**src/rtl/ram64_seq.sv**
```systemverilog
// RAM sweep sequencer: fills, checks or clears a window of a RAM64, tracking check mismatches.
// Define RAM64_SEQ_INCR_EN to step the data word by one per address; otherwise every word equals pattern.
module ram64_seq #(
  parameter int ADDR_W = 6,
  parameter int DATA_W = 16
) (
  input  logic              clk,
  input  logic              rst_n,
  input  logic              start,
  input  logic [1:0]        mode,
  input  logic [ADDR_W-1:0] base_addr,
  input  logic [ADDR_W:0]   count,
  input  logic [DATA_W-1:0] pattern,
  output logic [DATA_W-1:0] ram_in,
  output logic              ram_load,
  output logic [ADDR_W-1:0] ram_addr,
  input  logic [DATA_W-1:0] ram_out,
  output logic              busy,
  output logic              done,
  output logic              err,
  output logic [ADDR_W-1:0] err_addr,
  output logic [ADDR_W:0]   err_count
);

  // state  | meaning
  // S_IDLE | waiting for an accepted start
  // S_RUN  | one word presented per cycle, rem_q words left after the current one
  // S_DONE | single-cycle completion, done pulse high
  typedef enum logic [1:0] {S_IDLE, S_RUN, S_DONE} state_t;

  localparam logic [1:0]        M_FILL  = 2'b00;
  localparam logic [1:0]        M_CHECK = 2'b01;
  localparam logic [1:0]        M_RSVD  = 2'b11;
  localparam logic [ADDR_W:0]   WORDS   = {1'b1, {ADDR_W{1'b0}}};
  localparam logic [ADDR_W:0]   CNT_ONE = {{ADDR_W{1'b0}}, 1'b1};
  localparam logic [ADDR_W-1:0] ADR_ONE = {{(ADDR_W-1){1'b0}}, 1'b1};

  state_t              state_q, state_d;
  logic [1:0]          mode_q, mode_d;
  logic [ADDR_W-1:0]   ram_addr_q, ram_addr_d;
  logic [ADDR_W:0]     rem_q, rem_d;
  logic [DATA_W-1:0]   exp_q, exp_d;
  logic [DATA_W-1:0]   ram_in_q, ram_in_d;
  logic                ram_load_q, ram_load_d;
  logic                busy_q, busy_d;
  logic                done_q, done_d;
  logic                err_q, err_d;
  logic [ADDR_W-1:0]   err_addr_q, err_addr_d;
  logic [ADDR_W:0]     err_count_q, err_count_d;
  logic [ADDR_W:0]     n_eff;
  logic [DATA_W-1:0]   exp_nxt;

`ifdef RAM64_SEQ_INCR_EN
  localparam logic [DATA_W-1:0] DATA_ONE = {{(DATA_W-1){1'b0}}, 1'b1};
  assign exp_nxt = exp_q + DATA_ONE;
`else
  assign exp_nxt = exp_q;
`endif

  assign n_eff = (count > WORDS) ? WORDS : count;

  always_comb begin
    state_d     = state_q;
    mode_d      = mode_q;
    ram_addr_d  = ram_addr_q;
    rem_d       = rem_q;
    exp_d       = exp_q;
    ram_in_d    = ram_in_q;
    ram_load_d  = ram_load_q;
    busy_d      = busy_q;
    done_d      = 1'b0;
    err_d       = err_q;
    err_addr_d  = err_addr_q;
    err_count_d = err_count_q;
    case (state_q)
      S_IDLE: begin
        if (start && (mode != M_RSVD)) begin
          mode_d      = mode;
          exp_d       = pattern;
          ram_addr_d  = base_addr;
          err_d       = 1'b0;
          err_addr_d  = '0;
          err_count_d = '0;
          if (n_eff == '0) begin
            state_d    = S_DONE;
            done_d     = 1'b1;
            busy_d     = 1'b0;
            ram_load_d = 1'b0;
            ram_in_d   = '0;
          end else begin
            state_d    = S_RUN;
            busy_d     = 1'b1;
            rem_d      = n_eff - CNT_ONE;
            ram_load_d = (mode != M_CHECK);
            ram_in_d   = (mode == M_FILL) ? pattern : '0;
          end
        end
      end
      S_RUN: begin
        // ram_out is combinational, so it reflects the word at ram_addr_q this cycle
        if ((mode_q == M_CHECK) && (ram_out != exp_q)) begin
          err_count_d = err_count_q + CNT_ONE;
          if (!err_q) begin
            err_d      = 1'b1;
            err_addr_d = ram_addr_q;
          end
        end
        if (rem_q == '0) begin
          state_d    = S_DONE;
          done_d     = 1'b1;
          busy_d     = 1'b0;
          ram_load_d = 1'b0;
          ram_in_d   = '0;
        end else begin
          rem_d      = rem_q - CNT_ONE;
          ram_addr_d = ram_addr_q + ADR_ONE;
          exp_d      = exp_nxt;
          ram_in_d   = (mode_q == M_FILL) ? exp_nxt : '0;
        end
      end
      S_DONE: begin
        state_d = S_IDLE;
      end
      default: begin
        state_d = S_IDLE;
      end
    endcase
  end

  always_ff @(posedge clk or negedge rst_n) begin
    if (!rst_n) begin
      state_q     <= S_IDLE;
      mode_q      <= '0;
      ram_addr_q  <= '0;
      rem_q       <= '0;
      exp_q       <= '0;
      ram_in_q    <= '0;
      ram_load_q  <= 1'b0;
      busy_q      <= 1'b0;
      done_q      <= 1'b0;
      err_q       <= 1'b0;
      err_addr_q  <= '0;
      err_count_q <= '0;
    end else begin
      state_q     <= state_d;
      mode_q      <= mode_d;
      ram_addr_q  <= ram_addr_d;
      rem_q       <= rem_d;
      exp_q       <= exp_d;
      ram_in_q    <= ram_in_d;
      ram_load_q  <= ram_load_d;
      busy_q      <= busy_d;
      done_q      <= done_d;
      err_q       <= err_d;
      err_addr_q  <= err_addr_d;
      err_count_q <= err_count_d;
    end
  end

  assign ram_in    = ram_in_q;
  assign ram_load  = ram_load_q;
  assign ram_addr  = ram_addr_q;
  assign busy      = busy_q;
  assign done      = done_q;
  assign err       = err_q;
  assign err_addr  = err_addr_q;
  assign err_count = err_count_q;

endmodule

```
**config.mk**
```make
export PLATFORM = sky130hd
export DESIGN_NAME = ram64_seq
export DESIGN_NICKNAME = d
export VERILOG_FILES = /design/src/rtl/ram64_seq.sv
export SDC_FILE = /design/constraint.sdc
export NUM_CORES = 1
export LEC_CHECK = 0
export ABC_AREA = 1
export CORE_MARGIN = 4
export CORE_UTILIZATION = 40
export DETAILED_ROUTE_END_ITERATION = 10
export PLACE_DENSITY = 0.67
export SYNTH_ARGS = -nofsm -noshare
export SYNTH_HDL_FRONTEND = slang
export SYNTH_SLANG_ARGS = --single-unit
```
**constraint.sdc**
```tcl
create_clock -name clk -period 2.5 [get_ports clk]
set_clock_uncertainty 0.15 [all_clocks]
set_input_delay 0.5 -clock clk [delete_from_list [all_inputs] [get_ports clk]]
set_output_delay 0.5 -clock clk [all_outputs]
set_load 0.01 [all_outputs]
```
After elaboration in Yosys (flattened, before gate mapping)
Cells that the tools add are included.
W data, S select, Z words.
Cells by class
  add/subtract/negate cells: 4
  reductions and logical operators: 16
  eq/ne operators: 11
  $lt $le $gt $ge: 1
  mux-type cells: 39
Operators by type and width (count)
  $mux W16: 5
  $mux W7: 6
  $pmux W16 S2: 1
  $mux W6: 5
  $pmux W7 S2: 2
  $pmux W6 S2: 2
  $ne A16 B16 Y1: 1
  $logic_not A7 Y1: 2
  $ne A2 B2 Y1 const B: 7
  $sub A7 B1 Y7 const B: 2
  $mux W1: 10
  $reduce_and A3 Y1: 3
  $pmux W1 S2: 4
  $reduce_and A4 Y1: 2
  $add A7 B1 Y7 const B: 1
  $gt A7 B7 Y1 const B: 1
  $add A6 B1 Y6 const B: 1
  $logic_not A2 Y1: 3
  $mux W2: 3
  $reduce_and A2 Y1: 3
  $eq A2 B1 Y1 const B: 2
  $pmux W2 S2: 1
  $logic_and A1 B1 Y1: 2
  $ne A2 B1 Y1 const B: 1
  $reduce_bool A2 Y1: 1
Storage, ports and cells
  flip-flop bits (word level): 66
  logic and storage cells: 83
  output and inout port bits: 39
  input bits: 50

Depth between registers and ports, before layout
  word-level depth: 6
  depth in mapped cells: 12
  mapped depth without buffers: 12

Worst setup path before layout
Ideal clock, no wire load.
  kind: flip-flop to flip-flop
  start: reg state_q[1]
  end: reg rem_q[6]
  buffers on the path: 0
  setup time: 0.117 ns
  required time: 2.233 ns
  cell stages (with the launch flop): 12
  arrival time: 1.575 ns
  slack: 0.658 ns
  clock period less this slack: 1.842 ns
  cells stage by stage: dfrtp_1 -> inv_1 -> nand2_4 -> inv_4 -> nor2_1 -> a21boi_0 -> ha_1 -> nand3_1 -> nor2_2 -> nand3_1 -> nand3_1 -> nand2_1
On the way
  word-level cells in the longest chain between the ends: 3
  elaborated cells on any way between the ends: 8
  classes of those cells: eq/ne: 4; mux: 1; reduce/logical: 3
RTL lines
  from (decl): RTL line 38  | state_t state_q, state_d;
  from (signal assigned): RTL line 145  | state_q <= state_d;
  $eq A2 B1 Y1 or $logic_not A2 Y1 (tied branches): RTL line 75  | case (state_q)
  $ne A2 B2 Y1 (no line) or $reduce_bool A2 Y1 (tied branches)
  $reduce_and A4 Y1 (no line)
  to (signal assigned): RTL line 148  | rem_q <= rem_d;
  to (decl): RTL line 41  | logic [ADDR_W:0] rem_q, rem_d;
Parallel ways exist; a longest one is shown, timed or not.
A chain may end at the register's enable or synchronous reset.

Worst setup path in the final report
  start: in ram_out[10]
  end: reg err_count_q[6], in the netlist err_count[6]
On the way
  word-level cells in the longest chain between the ends: 4
RTL lines
  from (decl): RTL line 17  | input logic [DATA_W-1:0] ram_out,
  $ne A16 B16 Y1: RTL line 101  | if ((mode_q == M_CHECK) && (ram_out != exp_q)) begin
  $logic_and A1 B1 Y1: RTL line 101
  $ne A2 B2 Y1 (no line)
  $reduce_and A3 Y1 (no line)
  to (signal assigned): RTL line 156  | err_count_q <= err_count_d;
  to (decl): RTL line 49  | logic [ADDR_W:0] err_count_q, err_count_d;
No other way between the ends.

==> metrics.txt <==
post-CTS sizing=0; Final setup viols=0; Synth Net Count=532; most common cell after layout, fill and taps aside=nand2_1; CTS Hold Bufs=1; area of the mapped netlist=3570 um2; CP required=2.62 ns; final hold slack=0.325 ns; Critical Path Source Type=primary input; sequential share of the synthesized area=0.463; crit path max fanout=7; Final Hold Vio Count=0; FF-to-FF Start=state_q[1]; drt drc=0; worst skew pair latency=0.34 ns; final setup TNS=0 ns; total CTS buffers=9; GRT Overall Usage=0.180; Vias=3385; P&R area growth vs syn=35.3%; share of the synthesized area in the top cell type=0.463; Hold EP=err_addr[1]; FF-to-FF path depth=11; CP most frequent cell=nand2_1; Avg Cell Area, Syn=7.44 um2; Gate power share=0.498; Final #Nets=630; Top Ports=89; maximum vdd ir drop=0.425 mV; maximum number of pins on one net before global-route repair=41; slowest cell on the critical path=clkdlybuf4s50_1; die height=102 um; Worst Hold Class=reg -> reg; Final Critical Period=2.10 ns; # Max-Cap Violations=0; Final GP Congestion=0.837; final core utilization=0.556; Die W=102 um; synthesized flop and latch total=66; total power=5.61 mW; row cnt=34; reg2reg end=rem_q[6]; port bufs=88; CTS Buffer Depth=2; clock-pin transition on the worst setup and hold timing paths=0.07 ns; most frequent cells in the layout=nand2_1, clkdlybuf4s50_1, dfrtp_1; Crit Path Class=in -> reg; Placed Cells=673; crit-path leading delay family=simple AND/OR/NAND/NOR gates; DR WL/cell=13.1 um; crit path cell chain=clkdlybuf4s50_1, inv_1, nand2_1, nand2_1, nor2_1, nand2_1, nor2_1, nand2_1, nand2_1, nand2_1, nand3_1, nand2_1, nand2_1; vias in the first global route=3205; max incr delay on CP=0.48 ns; DR pass1 iterations=4; antenna cells=0; Max Slew Vio Count=0; Initial Util=0.411; Cells after Synth=479; ratio of cells with drive above 1 in the final layout=0.0790; drt initial violations=170; worst path bufs/invs=2; HPWL after detailed placement=6600 um; top cells by area, synth=dfrtp_1, nand2_1, nand3_1; Slew headroom=0.681; global-route wire length before repair=14800 um; P_int=3.27 mW; initial antenna violation count=0; CTS sink count=66; Routed Antenna Nets=0; htree depth=3; P_leak=2.33 nW; Clk pwr share=0.162; postcts setup bufs=0; Slew @ Worst Pin=0.477 ns; Core Region=8680 um2; CTS tree=yes; hold path depth=2; min-delay src=err_addr[1]; crit share post-route=0.841; die area=10500 um2; max frequency=0.476 GHz; crit path capture type=flip-flop; crit path DAT=2.22 ns; final wirelength=9050 um; Vias/cell=4.91; final std cells w/o fill=690; CTS Root Cell=clkbuf_8; reg2reg setup slack=0.41 ns; post-synthesis cell type count=31; switching share of power=0.418; pwr/cell area=1160 nW/um2; largest area contributor in the netlist=dfrtp_1; status=complete, no violations; switching power total=2.34 mW; RSZ-0062 raised after global routing=false; crit path from=ram_out[10]; Reg power frac=0.341; GR Overflow Total=0; Ys Warns=0
## stage by stage
step	instance area, um2	setup slack (ns)
global placement	4620	0.112
floorplan	3570	0.658
global route	4820	0.218
finish	4820	0.397
detailed placement	4620	0.0581
CTS	4820	0.395
## kinds of logic (layout without fill, tap and decap cells)
| group | count (synthesis) | after routing | share of synthesized area |
|---|---|---|---|
| AND/OR/NAND/NOR | 272 | 272 | 0.327 |
| buffers and inverters | 71 | 174 | 0.0825 |
| flip-flops | 66 | 66 | 0.463 |
| AO/OA/AOI/OAI | 60 | 60 | 0.0997 |
| XOR/XNOR | 7 | 7 | 0.0172 |
| adder cells (fa/ha/maj) | 3 | 3 | 0.0105 |
## synthesized netlist by cell type (all sizes together)
| master | n |
|---|---|
| nand2 | 160 |
| dfrtp | 66 |
| inv | 56 |
| nor2 | 56 |
| nand3 | 49 |
| o21ai | 34 |
| a31oi | 20 |
| buf | 8 |
| xor2 | 7 |
| clkbuf | 5 |
| nand3b | 4 |
| ha | 3 |
| nor3 | 3 |
| a21oi | 2 |
| clkinv | 2 |
| a21boi | 1 |
| a31o | 1 |
| a32oi | 1 |
| o211ai | 1 |
## per-layer routing
metal | GRT usage | wire [um] | up-vias
met2 | 0.305 | 4450 | 77
met5 | 0 | 0 | -
met1 | 0.223 | 3980 | 1562
met3 | 0.0369 | 438 | 17
met4 | 0.0737 | 176 | 0
li1 | - | - | 1729
## worst max-delay path by stage
stage / end / slack (ns) / cells after the start
finish: err_count[6] / 0.40 / 13
global placement: err_count[0] / 0.11 / 13
detailed placement: err_count[6] / 0.06 / 13
CTS: err_count[0] / 0.40 / 13
floorplan: rem_q[6] / 0.66 / 11
global route: rem_q[6] / 0.22 / 11
## area by class of cell
cell class,instances,area [um2]
fill,831,3850
sequential,66,1650
multi-input combinational,342,1620
timing repair buffer,100,993
inverter,58,228
clock buffer,12,145
tap,108,135
clock inverter,4,51.3
## power groups by stage
stage | registers, mW | clock network, mW | logic, mW
3_3_place_gp | 1.91 | 0 | 2.74
5_1_grt | 1.98 | 0.967 | 3.12
6_report | 1.91 | 0.906 | 2.79
3_5_place_dp | 1.93 | 0 | 2.81
4_1_cts | 1.91 | 0.922 | 2.82
2_1_floorplan | 1.96 | 0 | 1.68
## worst reg2reg max path, stage by stage (launching register included)
cell	delay, ns
dfrtp_1	0.41
inv_1	0.10
nand2_4	0.24
inv_4	0.08
nand2_1	0.08
a21boi_0	0.19
ha_1	0.20
nand3_1	0.13
nor2_2	0.16
nand3_1	0.09
nand3_1	0.09
nand2_1	0.05
## registers in the layout (all words and copies together) (netlist names)
name	flops
ram_in	16
busy	1
done	1
state_q	2
err	1
ram_addr	6
ram_load	1
exp_nxt	16
mode_q	2
err_addr	6
rem_q	7
err_count	7
No activity file was read; power rests on OpenSTA's default activity.
